File: src/rtl/alu_arbiter_if.sv
// Requester/response channel bundle between the two ALU requesters and alu_arbiter.
// master = requester side, slave = arbiter side.
interface alu_arbiter_if #(
   parameter int WIDTH = 32
);
   logic             req0_valid;
   logic             req0_ready;
   logic [2:0]       req0_op;
   logic [WIDTH-1:0] req0_a;
   logic [WIDTH-1:0] req0_b;
   logic             req1_valid;
   logic             req1_ready;
   logic [2:0]       req1_op;
   logic [WIDTH-1:0] req1_a;
   logic [WIDTH-1:0] req1_b;
   logic             rsp0_valid;
   logic             rsp0_ready;
   logic             rsp1_valid;
   logic             rsp1_ready;
   logic [WIDTH-1:0] rsp_data;
   logic             rsp_err;

   modport master (
      output req0_valid, req0_op, req0_a, req0_b,
      output req1_valid, req1_op, req1_a, req1_b,
      output rsp0_ready, rsp1_ready,
      input  req0_ready, req1_ready, rsp0_valid, rsp1_valid, rsp_data, rsp_err
   );

   modport slave (
      input  req0_valid, req0_op, req0_a, req0_b,
      input  req1_valid, req1_op, req1_a, req1_b,
      input  rsp0_ready, rsp1_ready,
      output req0_ready, req1_ready, rsp0_valid, rsp1_valid, rsp_data, rsp_err
   );
endinterface

File: src/rtl/alu_arbiter.sv
// Round-robin sharing of the single MIPS ALU between the EX stage (req0) and the
// aux/debug path (req1); one ALU cycle per operation, result returned over valid/ready.
module alu_arbiter #(
   parameter int WIDTH = 32
) (
   input  logic             clock,
   input  logic             reset_n,
   alu_arbiter_if.slave     bus,
   output logic [2:0]       alu_op,
   output logic [WIDTH-1:0] alu_in1,
   output logic [WIDTH-1:0] alu_in2,
   input  logic [WIDTH-1:0] alu_out,
   output logic             busy,
   output logic [15:0]      op_count
);

   typedef enum logic [1:0] {IDLE, EXEC, RESP} state_t;

   state_t           state;
   logic             last_grant;   // 1 = requester 1 won last, so requester 0 is favoured
   logic             winner;
   logic             grant0;
   logic             grant1;
   logic [2:0]       sel_op;
   logic [WIDTH-1:0] sel_a;
   logic [WIDTH-1:0] sel_b;
   logic             rsp_taken;

   assign grant0 = bus.req0_valid && (!bus.req1_valid || last_grant);
   assign grant1 = bus.req1_valid && !grant0;

   // Gated by reset_n so ready is low for the whole reset window, not just after the first edge
   assign bus.req0_ready = reset_n && (state == IDLE) && grant0;
   assign bus.req1_ready = reset_n && (state == IDLE) && grant1;

   assign sel_op = grant1 ? bus.req1_op : bus.req0_op;
   assign sel_a  = grant1 ? bus.req1_a  : bus.req0_a;
   assign sel_b  = grant1 ? bus.req1_b  : bus.req0_b;

   assign rsp_taken = winner ? bus.rsp1_ready : bus.rsp0_ready;

   always_ff @(posedge clock or negedge reset_n) begin
      if (!reset_n) begin
         state          <= IDLE;
         last_grant     <= 1'b1;
         winner         <= 1'b0;
         alu_op         <= '0;
         alu_in1        <= '0;
         alu_in2        <= '0;
         bus.rsp0_valid <= 1'b0;
         bus.rsp1_valid <= 1'b0;
         bus.rsp_data   <= '0;
         bus.rsp_err    <= 1'b0;
         busy           <= 1'b0;
         op_count       <= '0;
      end else begin
         case (state)
            IDLE: begin
               if (grant0 || grant1) begin
                  winner     <= grant1;
                  last_grant <= grant1;
                  busy       <= 1'b1;
                  if (sel_op <= 3'd5) begin
                     state   <= EXEC;
                     alu_op  <= sel_op;
                     alu_in1 <= sel_a;
                     alu_in2 <= sel_b;
                  end else begin
                     // Illegal op bypasses the ALU entirely
                     state          <= RESP;
                     bus.rsp_data   <= '0;
                     bus.rsp_err    <= 1'b1;
                     bus.rsp0_valid <= !grant1;
                     bus.rsp1_valid <= grant1;
                  end
               end
            end
            EXEC: begin
               state          <= RESP;
               alu_op         <= '0;
               alu_in1        <= '0;
               alu_in2        <= '0;
               bus.rsp_data   <= alu_out;
               bus.rsp_err    <= 1'b0;
               bus.rsp0_valid <= !winner;
               bus.rsp1_valid <= winner;
            end
            RESP: begin
               if (rsp_taken) begin
                  state          <= IDLE;
                  busy           <= 1'b0;
                  bus.rsp0_valid <= 1'b0;
                  bus.rsp1_valid <= 1'b0;
                  if (op_count != 16'hFFFF) begin
                     op_count <= op_count + 16'd1;
                  end
               end
            end
            default: state <= IDLE;
         endcase
      end
   end

endmodule

File: src/flat_wrapper.sv
// flat-port wrapper written by rule: the top's interface ports become plain ports
module alu_arbiter_flat 
#(
   parameter int WIDTH = 32
)
  (clock, reset_n, alu_op, alu_in1, alu_in2, alu_out, busy, op_count, bus_req0_valid, bus_req0_op, bus_req0_a, bus_req0_b, bus_req1_valid, bus_req1_op, bus_req1_a, bus_req1_b, bus_rsp0_ready, bus_rsp1_ready, bus_req0_ready, bus_req1_ready, bus_rsp0_valid, bus_rsp1_valid, bus_rsp_data, bus_rsp_err);
  alu_arbiter_if #(.WIDTH(WIDTH)) bus_i ();
  input  logic clock;
  input  logic reset_n;
  output logic [2:0] alu_op;
  output logic [WIDTH-1:0] alu_in1;
  output logic [WIDTH-1:0] alu_in2;
  input  logic [WIDTH-1:0] alu_out;
  output logic busy;
  output logic [15:0] op_count;
  input wire logic [$bits(bus_i.req0_valid)-1:0] bus_req0_valid;
  input wire logic [$bits(bus_i.req0_op)-1:0] bus_req0_op;
  input wire logic [$bits(bus_i.req0_a)-1:0] bus_req0_a;
  input wire logic [$bits(bus_i.req0_b)-1:0] bus_req0_b;
  input wire logic [$bits(bus_i.req1_valid)-1:0] bus_req1_valid;
  input wire logic [$bits(bus_i.req1_op)-1:0] bus_req1_op;
  input wire logic [$bits(bus_i.req1_a)-1:0] bus_req1_a;
  input wire logic [$bits(bus_i.req1_b)-1:0] bus_req1_b;
  input wire logic [$bits(bus_i.rsp0_ready)-1:0] bus_rsp0_ready;
  input wire logic [$bits(bus_i.rsp1_ready)-1:0] bus_rsp1_ready;
  output wire logic [$bits(bus_i.req0_ready)-1:0] bus_req0_ready;
  output wire logic [$bits(bus_i.req1_ready)-1:0] bus_req1_ready;
  output wire logic [$bits(bus_i.rsp0_valid)-1:0] bus_rsp0_valid;
  output wire logic [$bits(bus_i.rsp1_valid)-1:0] bus_rsp1_valid;
  output wire logic [$bits(bus_i.rsp_data)-1:0] bus_rsp_data;
  output wire logic [$bits(bus_i.rsp_err)-1:0] bus_rsp_err;
  assign bus_i.req0_valid = bus_req0_valid;
  assign bus_i.req0_op = bus_req0_op;
  assign bus_i.req0_a = bus_req0_a;
  assign bus_i.req0_b = bus_req0_b;
  assign bus_i.req1_valid = bus_req1_valid;
  assign bus_i.req1_op = bus_req1_op;
  assign bus_i.req1_a = bus_req1_a;
  assign bus_i.req1_b = bus_req1_b;
  assign bus_i.rsp0_ready = bus_rsp0_ready;
  assign bus_i.rsp1_ready = bus_rsp1_ready;
  assign bus_req0_ready = bus_i.req0_ready;
  assign bus_req1_ready = bus_i.req1_ready;
  assign bus_rsp0_valid = bus_i.rsp0_valid;
  assign bus_rsp1_valid = bus_i.rsp1_valid;
  assign bus_rsp_data = bus_i.rsp_data;
  assign bus_rsp_err = bus_i.rsp_err;
  alu_arbiter #(.WIDTH(WIDTH)) u_core (.clock(clock), .reset_n(reset_n), .bus(bus_i), .alu_op(alu_op), .alu_in1(alu_in1), .alu_in2(alu_in2), .alu_out(alu_out), .busy(busy), .op_count(op_count));
endmodule
File: config.mk
export PLATFORM = sky130hd
export DESIGN_NAME = alu_arbiter_flat
export DESIGN_NICKNAME = d
export VERILOG_FILES = /design/src/rtl/alu_arbiter_if.sv /design/src/rtl/alu_arbiter.sv /design/src/flat_wrapper.sv
export SDC_FILE = /design/constraint.sdc
export NUM_CORES = 1
export LEC_CHECK = 0
export CAP_MARGIN = 25
export CORE_MARGIN = 1
export CORE_UTILIZATION = 41
export CTS_CLUSTER_DIAMETER = 150
export CTS_CLUSTER_SIZE = 12
export DETAILED_ROUTE_END_ITERATION = 10
export GPL_TIMING_DRIVEN = 0
export MAX_ROUTING_LAYER = met4
export PLACE_DENSITY = 0.77
export SETUP_SLACK_MARGIN = 0.2
export SLEW_MARGIN = 20
export SYNTH_ARGS = -nofsm -noshare
export SYNTH_HDL_FRONTEND = slang
export SYNTH_SLANG_ARGS = --single-unit
File: constraint.sdc
create_clock -name clock -period 2.6 [get_ports clock]
set_input_delay 0.39 -clock clock [delete_from_list [all_inputs] [get_ports clock]]
set_output_delay 0.39 -clock clock [all_outputs]
set_load 0.05 [all_outputs]
== Word-level counts from Yosys, hierarchy flattened ==
Cells that the tools add are included.
Storage, ports and cells
  register bits: 123
  input port bits: 172
  output and inout port bits: 121
  word-level logic and storage cells: 75
Cells by class
  add/subtract/negate cells: 1
  magnitude comparators: 1
  equality and inequality tests: 7
  muxes and demuxes: 32
  reduce and logical (&&, ||, !) cells: 22
Operators with widths (count)
  32-bit 2-to-1 mux: 8
  32-bit case mux with 2 select lines: 3
  16-bit by 1-bit adder with 16-bit output, second input constant: 1
  16-bit != test, second input constant: 1
  3-bit AND reduction: 4
  1-bit 2-to-1 mux: 9
  3-bit 2-to-1 mux: 3
  2-bit 2-to-1 mux: 3
  2-bit != test, second input constant: 3
  1-bit case mux with 3 select lines: 2
  2-bit case mux with 3 select lines: 1
  3-bit case mux with 2 select lines: 1
  1-bit logical AND: 5
  1-bit zero test: 4
  1-bit case mux with 2 select lines: 2
  2-bit AND reduction: 2
  4-bit AND reduction: 1
  2-bit nonzero test: 2
  3-bit <= comparator, second input constant: 1
  3-bit nonzero test: 1
  2-bit by 1-bit == test with 1-bit output, second input constant: 1
  2-bit == test, second input constant: 1
  2-bit zero test: 1
  1-bit logical OR: 2
  2-bit by 1-bit != test with 1-bit output, second input constant: 1

== Logic depth before layout (Yosys ltp) ==
  depth after elaboration: 10
  depth in mapped cells: 8
  depth with buffers taken out: 6

== Worst setup path before layout ==
No wires, ideal clock.
  kind: register -> output
  start: reg u_core.state[0]
  end: out bus_req0_ready
  arrival time: 1.816 ns
  required time: 2.210 ns
  setup slack: 0.394 ns
  cell stages (with the launch flop): 6
  path buffers: 1
  cells stage by stage: dfrtp_1 > inv_1 > ha_1 > clkbuf_1 > nand3_1 > a21oi_1
Between the ends
  cells in the longest elaborated chain, start to end: 3
Ends and longest elaborated chain
  start, declared: line alu_arbiter.sv:19  | state_t state;
  start signal, assigned: line alu_arbiter.sv:44  | state <= IDLE;
  start signal, assigned: line alu_arbiter.sv:64  | state <= EXEC;
  start signal, assigned: line alu_arbiter.sv:70  | state <= RESP;
  2-bit zero test: line alu_arbiter.sv:33  | assign bus.req0_ready = reset_n && (state == IDLE) && grant0;
  1-bit logical AND (2 in series): line alu_arbiter.sv:33
  end, declared: line flat_wrapper.sv:26  | output wire logic [$bits(bus_i.req0_ready)-1:0] bus_req0_ready;
No other way between the ends.

== Final worst setup path ==
  start: in bus_req1_valid
  end: out bus_req1_ready
Between the ends
  cells in the longest elaborated chain, start to end: 6
Ends and longest elaborated chain
  start, declared: line flat_wrapper.sv:20  | input wire logic [$bits(bus_i.req1_valid)-1:0] bus_req1_valid;
  1-bit zero test: line alu_arbiter.sv:29  | assign grant0 = bus.req0_valid && (!bus.req1_valid || last_grant);
  1-bit logical OR: line alu_arbiter.sv:29
  1-bit logical AND: line alu_arbiter.sv:29
  1-bit zero test: line alu_arbiter.sv:30  | assign grant1 = bus.req1_valid && !grant0;
  1-bit logical AND (*): line alu_arbiter.sv:30
  1-bit logical AND (*): line alu_arbiter.sv:34  | assign bus.req1_ready = reset_n && (state == IDLE) && grant1;
  end, declared: line flat_wrapper.sv:27  | output wire logic [$bits(bus_i.req1_ready)-1:0] bus_req1_ready;
Every way passes the cells marked *; elsewhere a longest branch is shown, timed or not.

==> summary.txt <==
Sequential area share after synthesis: 50.93%
Syn Nets: 753
Filler cells: 1,135
ANT cells: 0
Flop and latch count out of synthesis: 123
Commonest non-fill, non-tap cells in the layout: clkdlybuf4s50_1 (287), nand2_1 (146), dfrtp_1 (122), a21oi_1 (72), mux2_2 (41)
Post-route ant nets: 0
Drt first-iter violations: 347
Worst EP required: 2.21 ns
Xor/xnor share of the synthesized area: 1.738%
Sequential power share: 24.0%
CP Class: in -> out
Launch point of the worst reg-to-reg path: u_core.state[1]
Core box area: 14,480 µm²
TritonCTS clock tree: built
Ys async rst share: 100.0%
Main combinational cell family by area after synthesis: multiplexers
Number of cells on the worst reg-to-reg path: 7
Reg2reg end: u_core.alu_in2[23]
Switching share of power: 44.74%
DP Area: 9221 µm²
Combinational power share: 57.3%
Clock-pin slew on the worst setup and hold paths: 0.05 ns
FP Rows: 44
Most common cell after layout, fill and taps aside: clkdlybuf4s50_1
Yosys cell types: 44
Fmax: 434.2 MHz
Die height: 123.4 µm
GRT overflow: 0
Drt drc: 0
Antenna violations before repair: 0
Max capacitance violation total: 0
Total GRT Usage: 26.22%
Pwr dens: 1369 nW/µm²
Number of global-route vias before repair: 5,543
Mux share of post-synthesis cell area: 15.54%
Worst-skew pair later-pin latency: 0.42 ns
Reg-to-reg slack, setup: 0.42 ns
Minimum clock period: 2.303 ns
Worst Setup SP: bus_req1_valid
First-pass GRT wire length: 28.90 mm
Worst slew margin: 46.92%
Power Total: 13.52 mW
RD Place Congestion: 0.7629
Setup crit start kind: input pin
Number of CTS-inserted buffers: 17
Post-route clock period utilization: 88.59%
Slew @ Worst Pin: 0.7897 ns
Peak VDD IR: 0.0009803 V
Area grow syn2layout: 63.37%
Finished Cell Area: 9877 µm²
Run status: finished, final reports clean
DR WL/cell: 18.22 µm
Net Sw Power: 6.048 mW
1st-pass router iterations: 6
Routed vias: 5,615
Post-synth top flop: dfrtp_1
Post-synth EDFFs: 0
Cell area after synthesis: 6046 µm²
Post-Synth Simple-Gate Area: 13.70%
Hold Path Class: in -> reg
Syn Inst Count: 577
Hpwl dp: 14.33 mm
Initial Util: 41.76%
HP Start: bus_req0_valid
Final Hold Fails: 0
Clk pwr share: 18.7%
RSZ-0062 raised after global routing: true
Setup violations, final: 0
Input/output buffers: 291
Critical path endpoint: bus_req1_ready
Number of H-tree levels: 4
Clock Tree Root: clkbuf_16
Leak: 4.294 nW
Die ar.: 15,240 µm²
Post-Synth Adder-Cell Area: 0.8278%
Crit-path max FO: 10
Clock skew: 0.007629 ns
P_int: 7.470 mW
WL final: 19.78 mm
Crit path DAT: 1.91 ns
Share of cells above drive strength 1: 14.75%
Largest net degree at the start of global routing: 67
Yosys Warn Count: 0
# IOs: 293
Max-slew violations: 0
Vias per cell: 5.170
Die width: 123.4 µm
CP Capture Type: output port
Synth Area in Compound Gates: 13.20%
Avg Cell Area, Syn: 10.48 µm²
Final-stage net count: 1,066
CTS Sinks: 123
Bufs on Longest Clock Path: 2
==> how the worst min path moves through the flow <==
| stage | cells after the start | to |
|---|---|---|
| after floorplan | 0 | u_core.alu_in1[0] |
| after global placement | 1 | u_core.bus.rsp_data[12] |
| after detailed placement | 1 | u_core.bus.rsp_data[10] |
| after CTS | 2 | u_core.last_grant |
| after global routing | 2 | u_core.last_grant |
| final | 2 | u_core.last_grant |
==> flip-flops by register name, indices dropped and copies added, names as in the netlist <==
register               flops
u_core.op_count           16
u_core.winner              1
u_core.bus.rsp_data       32
u_core.busy                1
u_core.bus.rsp1_valid      1
u_core.bus.rsp0_valid      1
u_core.alu_op              3
u_core.alu_in2            32
u_core.bus.rsp_err         1
u_core.state               2
u_core.last_grant          1
u_core.alu_in1            32
==> power by group through the flow <==
stage,Clock [mW],Sequential [mW],Combinational [mW]
finish,2.53,3.24,7.74
CTS,2.56,3.23,7.80
floorplan,0,5.88,2.52
global route,2.63,3.33,8.13
global placement,0,3.20,7.67
detailed placement,0,3.25,7.74
==> through the flow <==
step                      setup WS (ns)  instances  util, %  hold slack [ns]  TNS [ns]
after global routing             0.1580       1086    68.22           0.3134         0
after global placement           -4.354       1052    63.46           0.4878   -504.14
final                            0.2967       1086    68.22           0.3030         0
after detailed placement         -1.079       1053    63.69           0.3792    -7.925
after floorplan                  0.3941        577        -          0.09441         0
after CTS                        0.2262       1086    68.16           0.2804         0
==> synthesized netlist by cell type, types with 6 or more instances <==
cell type	instances	share of area, %
buf_2	10	0.83
dfrtp_1	122	50
nand3_1	8	0.66
a21oi_1	72	6.0
nand4_1	6	0.62
xor2_1	10	1.4
mux2_4	29	7.2
buf_6	7	1.3
clkbuf_1	19	1.2
mux2_2	41	7.6
nand2_1	146	9.1
a22o_1	33	4.8
o21ai_0	9	0.74
inv_1	8	0.50
==> timing repair <==
action / 4_1_cts / 5_1_grt
buffers inserted: 1 / 0
setup endpoints to repair: 2 / 22
hold endpoints to repair: 62 / 0
gates resized for setup: 15 / 4
hold buffers: 1 / 0
==> critical path, cell delays in order <==
cell and delay [ns]:
dlygate4sd2_1 0.37, a21boi_4 0.25, buf_2 0.26, buf_4 0.22, and3_1 0.16, buf_2 0.26
==> layer usage <==
metal	vias up	wire length [µm]	GRT usage, %	share of wire, %
met4	0	560	12.12	2.8
met2	227	9821	42.77	50
met1	2716	8068	30.53	41
met3	41	1333	6.273	6.7
li1	2631	-	-	-
met5	-	0	-	0
==> layout make-up <==
class / count / area (µm²) / share of cell area, %
multi-input cells: 407 / 2733 / 27.67
clock buffers: 20 / 456.7 / 4.624
repair buffers: 294 / 2959 / 29.96
clock inverters: 11 / 168.9 / 1.710
well taps: 184 / 230.2 / 2.331
plain buffers: 39 / 220.2 / 2.230
flip-flops and latches: 123 / 3079 / 31.18
inverters: 8 / 30.03 / 0.3040
==> kinds of logic after synthesis <==
kind of cell	after synthesis
mux	73
fa+ha+maj	4
simple gates	191
flops	123
xor+xnor	12
buf+inv	47
compound gates	127
Note: power is estimated with default switching activity, not from simulation.
